--- config.mk ---
export PLATFORM = sky130hd
export DESIGN_NAME = ff_pipeline
export DESIGN_NICKNAME = d
export VERILOG_FILES = /design/src/rtl/ff_pipeline.sv
export SDC_FILE = /design/constraint.sdc
export NUM_CORES = 1
export LEC_CHECK = 0
export CORE_AREA = 2 2 39 41
export DETAILED_ROUTE_END_ITERATION = 6
export DIE_AREA = 0 0 41 43
export GPL_TIMING_DRIVEN = 0
export PLACE_DENSITY = 0.38
export SLEW_MARGIN = 25
export SYNTH_ARGS = -nofsm -noshare
export SYNTH_HDL_FRONTEND = slang
export SYNTH_SLANG_ARGS = --single-unit
--- constraint.sdc ---
create_clock -name clock -period 1.3 [get_ports clock]
set_clock_uncertainty 0.2 [all_clocks]
set_input_delay 0.195 -clock clock [delete_from_list [all_inputs] [get_ports clock]]
set_output_delay 0.195 -clock clock [all_outputs]
set_load 0.005 [all_outputs]
--- src/rtl/ff_pipeline.sv ---
// ff_pipeline: DEPTH-stage valid/ready register pipeline with bubble collapsing.
// Each stage holds one N-bit word plus a valid bit; the last stage drives the
// output. An empty stage, or one whose item is leaving this cycle, can load
// from the stage before it. A stall therefore packs items towards the output
// instead of freezing the bubbles between them.
//
// Handshake: a transfer happens on an interface at a rising clock edge when
// its valid and ready are both 1. in_ready depends combinationally on
// out_ready through the chain of stage-loadable terms. While out_valid=1 and
// out_ready=0, out_valid and out_data hold. reset and flush both force
// in_ready and out_valid low, so no transfer takes place in that cycle.
module ff_pipeline #(
  parameter int N     = 1,
  parameter int DEPTH = 2,
  localparam int CW   = $clog2(DEPTH + 1)
) (
  input  logic          clock,
  input  logic          reset,
  input  logic          flush,
  input  logic          in_valid,
  output logic          in_ready,
  input  logic [N-1:0]  in_data,
  output logic          out_valid,
  input  logic          out_ready,
  output logic [N-1:0]  out_data,
  output logic [CW-1:0] count
);

  logic [N-1:0]     data_q [DEPTH];
  logic [N-1:0]     src_d  [DEPTH];
  logic [DEPTH-1:0] v_q;
  logic [DEPTH-1:0] src_v;
  logic [DEPTH-1:0] move;
  logic [DEPTH-1:0] load;
  logic [DEPTH:0]   ok;
  logic             halt;

  // reset and flush both discard every held item and block transfers
  assign halt = reset | flush;

  // Loadable chain, walked from the output back: a stage can accept data
  // when it is empty or when its own item moves on this cycle
  always_comb begin
    logic down;
    ok        = '0;
    down      = out_ready;
    ok[DEPTH] = out_ready;
    for (int k = DEPTH - 1; k >= 0; k--) begin
      down  = ~v_q[k] | down;
      ok[k] = down;
    end
  end

  // Source of each stage: the input port for stage 0, otherwise the stage before it
  always_comb begin
    src_v    = '0;
    src_v[0] = in_valid;
    for (int k = 0; k < DEPTH; k++) begin
      src_d[k] = '0;
    end
    src_d[0] = in_data;
    for (int k = 1; k < DEPTH; k++) begin
      src_v[k] = v_q[k-1];
      src_d[k] = data_q[k-1];
    end
  end

  // Per-stage item departures and loads for this cycle
  always_comb begin
    move = '0;
    load = '0;
    for (int k = 0; k < DEPTH; k++) begin
      move[k] = v_q[k] & ok[k+1];
      load[k] = src_v[k] & ok[k] & ~halt;
    end
  end

  // Valid bits: cleared by reset/flush, set on load, cleared when the item leaves
  always_ff @(posedge clock) begin
    if (halt) begin
      v_q <= '0;
    end else begin
      for (int k = 0; k < DEPTH; k++) begin
        if (load[k]) begin
          v_q[k] <= 1'b1;
        end else if (move[k]) begin
          v_q[k] <= 1'b0;
        end
      end
    end
  end

  // Data registers: no reset, written only when their stage accepts an item
  always_ff @(posedge clock) begin
    for (int k = 0; k < DEPTH; k++) begin
      if (load[k]) begin
        data_q[k] <= src_d[k];
      end
    end
  end

  // Occupancy: number of set valid bits
  always_comb begin
    count = '0;
    for (int k = 0; k < DEPTH; k++) begin
      count = count + CW'(v_q[k]);
    end
  end

  assign in_ready  = ok[0] & ~halt;
  assign out_valid = v_q[DEPTH-1] & ~halt;
  assign out_data  = data_q[DEPTH-1];

endmodule

== Word level (Yosys, flattened, before mapping) ==
Memories as Yosys holds them, arrays and structs flattened.
Cells that the tools add are included.

* Bits of input ports: 6
* Bits in registers: 2
* Memories kept: 1
* Bits in writable memories: 2
* Output and inout port bits: 5
* Word-level logic and storage cells: 27

{| class="wikitable"
|+ Memories
! memory !! depth !! width !! read ports !! clocked after memory_dff !! write ports !! RTL line !! RTL
|-
| data_q || 2 || 1 || 2 || 0 || 2 || 29 || <nowiki>logic [N-1:0] data_q [DEPTH];</nowiki>
|}

* Reduce and logical (&&, ||, !) cells: 2
* Add/subtract/negate cells: 1
* Multiplexer cells: 8
* Bitwise logic cells: 13

{| class="wikitable"
|+ Operators with widths
! operator !! count
|-
| 1-bit two-way mux || 8
|-
| 1-bit AND || 7
|-
| 2-bit nonzero test || 2
|-
| 1-bit inverter || 3
|-
| 1-bit bitwise OR || 3
|-
| 1-bit by 1-bit adder with 2-bit output || 1
|}

== Longest topological paths before layout ==
* Word-level depth: 7
* Gate-level depth with buffers: 2
* Depth with buffers taken out: 2

== Least setup slack after synthesis ==
No wires, ideal clock.

* Path type: register -> register
* Start point: register v_q[1]
* End point: memory data_q[1][0] (netlist: data_q[0][1]) (enable)
* Setup time: 0.293 ns
* Stages on the path, launching flop included: 3
* Path buffers: 0
* Path slack: 0.163 ns
* Period minus slack after synthesis: 1.137 ns
* Data arrival time: 0.645 ns
* Required time: 0.807 ns
* Path through: dfxtp_1 -> nor2b_2 -> and3b_1

{| class="wikitable"
|+ RTL lines
! what !! RTL line !! RTL
|-
| start: declaration || 31 || <nowiki>logic [DEPTH-1:0] v_q;</nowiki>
|-
| start signal: assignment || 81 || <nowiki>v_q <= '0;</nowiki>
|-
| start signal: indexed assignment || 85 || <nowiki>v_q[k] <= 1'b1;</nowiki>
|-
| start signal: indexed assignment || 87 || <nowiki>v_q[k] <= 1'b0;</nowiki>
|-
| end: declaration || 29 ||
|}

== Final worst setup path ==
* Start point: register v_q[1]
* End point: output port count[0]

* Longest elaborated chain between the ends: 1

{| class="wikitable"
|+ RTL lines
! what !! RTL line !! RTL
|-
| 1-bit by 1-bit adder with 2-bit output || 106 || <nowiki>count = count + CW'(v_q[k]);</nowiki>
|-
| end: declaration || 26 || <nowiki>output logic [CW-1:0] count</nowiki>
|}

Every way passes these cells.

==> metrics list <==
* Status: finished, violations left
- The final reports fail on setup timing.
* Synth Net Count: 22
* Antenna-violating nets left: 0
- In the post-route analysis, the smallest setup slack over all paths is -60.9 ps.
- Counting distinct cell types in the post-synthesis netlist gives 12.
- STA classifies the critical path endpoint as an output port.
- Ranked by total cell area, the synthesized netlist is headed by edfxtp_1 33%, dfxtp_1 22%, and2_1 6.9%.
- The final hold violation count was 0.
- VDD IR-drop max: 0.000394 V
- Once placement finished, the instance area stood at between 300 and 400 sq um.
- Input and output buffers added on the ports amount to 10.
- The worst hold path belongs to the class register to register.
* Wire length per cell after detailed routing: 9.74 microns
- Final setup fails: 2
- In this run the core area contains 14 standard-cell rows.
- Portion of the post-synthesis area used by sequential elements: 0.552
- Routed vias/inst: about 3.8
- Across every metal layer, demand over resource in global routing totals 0.0715.
* Clock buffer depth: 2
- Post-detailed-route DRC marker count: 0
- Layout-stage area growth over the synthesis result: 82.1%
- Worst slew margin relative to its limit: 0.929
- For this design, the sink count on the clock tree is 4.
- Timing endpoint of the critical path: count[0]
- Averaged over all synthesized cells, the footprint is 12.1 sq um.
- Across all register-to-register paths, the minimum setup slack is 130 ps.
- At the pin with the least slew margin, the transition time is 107 ps.
- Reg-to-reg critical path endpoint: data_q[0][0]
* Standard cell with the maximum stage delay on the critical path: dfxtp_2
* Leak: 0.151 nW
- Data arrival time at the worst-slack endpoint: 970 ps
- The mapped netlist covers between 150 and 200 sq um.
- The core region is 1380 sq um.
* Flip-flop and latch count after synthesis: 4
* TritonCTS clock tree: built
- Setup repair after global routing could not meet its margin everywhere.
* Worst-Skew Late Latency: 240 ps
- The synthesized design spends more area on one cell type than any other, namely edfxtp_1.
- Max Fanout on Critical Path: 4
* Number of warnings printed during yosys synthesis: 0
- TritonCTS buffer count: 3
* Final RePlAce weighted congestion: 0.588
* Layout Cell Area excl Fill: 330 sq um
- The first global-routing pass estimated 752 microns of wire.
- Initial Utilization: 0.131
- Clock input transition at the sequential cells of the worst setup and hold paths: 40 ps
* Required time worst endpoint: 900 ps
* Count of vias placed by the detailed router: 179
* Number of maximum-capacitance violations: 0
- The floorplan step set the die height to 43 microns.
- CTS placed an instance of clkbuf_4 at the clock tree root.
- Total congestion overflow: 0
* DRC marker count from the first detailed-route iteration: 0
* Iteration count of the initial detailed-routing pass: 1
- The number of global-route vias before repair was 176.
- H-tree depth reported by CTS: 1
- Synth top area share: 0.331
- Ratio of final minimum period to clock period: 1.05
- Count of hold-fix buffers inserted at cts: 0
* Critical path startpoint category: register
* Number of instances in the synthesized netlist: 15
- The worst register-to-register path has a depth of 3.
* Post-layout minimum cycle time: 1360 ps
* Horizontal extent of the die: 41 microns
* Startpoint of the lowest-slack register-to-register path: v_q[0]
- Diode insertion count for antenna repair: 0
- By startpoint and endpoint, the worst setup path is classified as register to output port.
- Hold path startpoint: data_q[0][0]
* Die area: around 1800 sq um
* Number of antenna violations at the first check in global routing: 0
- The most critical setup path has its startpoint at v_q[1].
- Power density normalized to cell area: ~1100 nW/um^2
- In this design, the stage delay of the slowest critical-path cell is 330 ps.
- In this run the count of I/O pins placed on the die edge is 11.
* Number of max-slew violations in the final report: 0
* Ratio of cells with drive above 1 in the final layout: 0.452
- Cell chain of the critical path: ha_1, buf_2
- For this block, the routed nets add up to 458 microns of wire.
* Achievable Freq: around 730 MHz
* Number of nets at the end of the flow: 39
- Measured on the finished design, the core utilization comes to 0.239.
- Entering global routing, the biggest net connects 5 pins.
## cell families (layout without fill, tap and decap cells)
family          after synthesis  count (layout)  share of synthesized area
fa+ha+maj                     1               1                     0.0690
flops                         4               4                      0.552
compound gates                2               2                     0.0828
buf+inv                       1              17                     0.0207
simple gates                  7               7                      0.276
## synth_stat cells
| cell | instances |
|---|---|
| edfxtp_1 | 2 |
| and2_1 | 2 |
| and3_1 | 1 |
| nor2b_2 | 1 |
| and3b_1 | 1 |
| nand3b_1 | 1 |
| nor2_2 | 1 |
| inv_1 | 1 |
| o21a_1 | 1 |
| ha_1 | 1 |
| dfxtp_1 | 2 |
| a21boi_1 | 1 |
## cell type report
cell class                      instances  area (sq um)
Fill cell                             163          1050
Sequential cell                         4           103
Timing Repair Buffer                   12          90.1
Multi-Input combinational cell         10          87.6
Clock buffer                            4          26.3
Tap cell                               16          20.0
Inverter                                1          3.75
## worst min-delay path by stage
| stage | to | depth (start not counted) |
|---|---|---|
| after floorplan | data_q[0][0] | 0 |
| after global placement | data_q[0][1] | 0 |
| after detailed placement | data_q[0][1] | 0 |
| after CTS | v_q[1] | 3 |
| after global routing | data_q[0][1] | 0 |
| final | data_q[0][1] | 0 |
## what timing repair did
item / 4_1_cts / 5_1_grt
setup endpoints to repair: 5 / 4
pin swaps: 3 / 0
gates resized for setup: 19 / 3
buffers inserted: 4 / 0
## metrics by stage
stage                     setup TNS [ps]  total power, W  std cells  hold slack (ps)  setup slack, ps
after floorplan                        0        0.000150         15             93.9              163
after global placement             -1770        0.000175         41              219             -557
after detailed placement           -1750        0.000176         41              224             -542
after CTS                           -276        0.000356         49              234             -115
after global routing                -204        0.000370         47              251             -103
final                              -77.3        0.000347         47              234            -60.9
## critical path, delay by kind of cell (launching register included)
kind,cells,cell delay (ps)
adders and majority gates,1,280
buffers and inverters,1,130
DFF,1,330
## metal layers
| metal | GRT usage | share of wire | up-vias |
|---|---|---|---|
| met1 | 0.0682 | 0.34 | 83 |
| met5 | 0 | 0 | - |
| met3 | 0.0681 | 0.12 | 2 |
| li1 | - | - | 84 |
| met4 | 0.0600 | 0.017 | 0 |
| met2 | 0.0875 | 0.51 | 10 |
## layout by cell type, fill, tap and decap left out, drive strengths merged
cell	netlist	final
clkbuf	0	6
dlygate4sd2	0	4
buf	0	4
and2	2	2
edfxtp	2	2
clkdlybuf4s50	0	2
dfxtp	2	2
nand3b	1	1
nor2	1	1
and3	1	1
nor2b	1	1
and3b	1	1
o21a	1	1
inv	1	1
a21boi	1	1
ha	1	1
## where the power goes
part,internal [W],total [W],switching [W]
clock,0.000116,0.000175,0.0000590
combinational,0.0000212,0.0000331,0.0000119
sequential,0.000137,0.000140,0.00000243
## state kept, by name, summed over array words and instances (netlist names)
register and flops:
data_q 2, v_q 2
(Power assumes the default switching activity.)
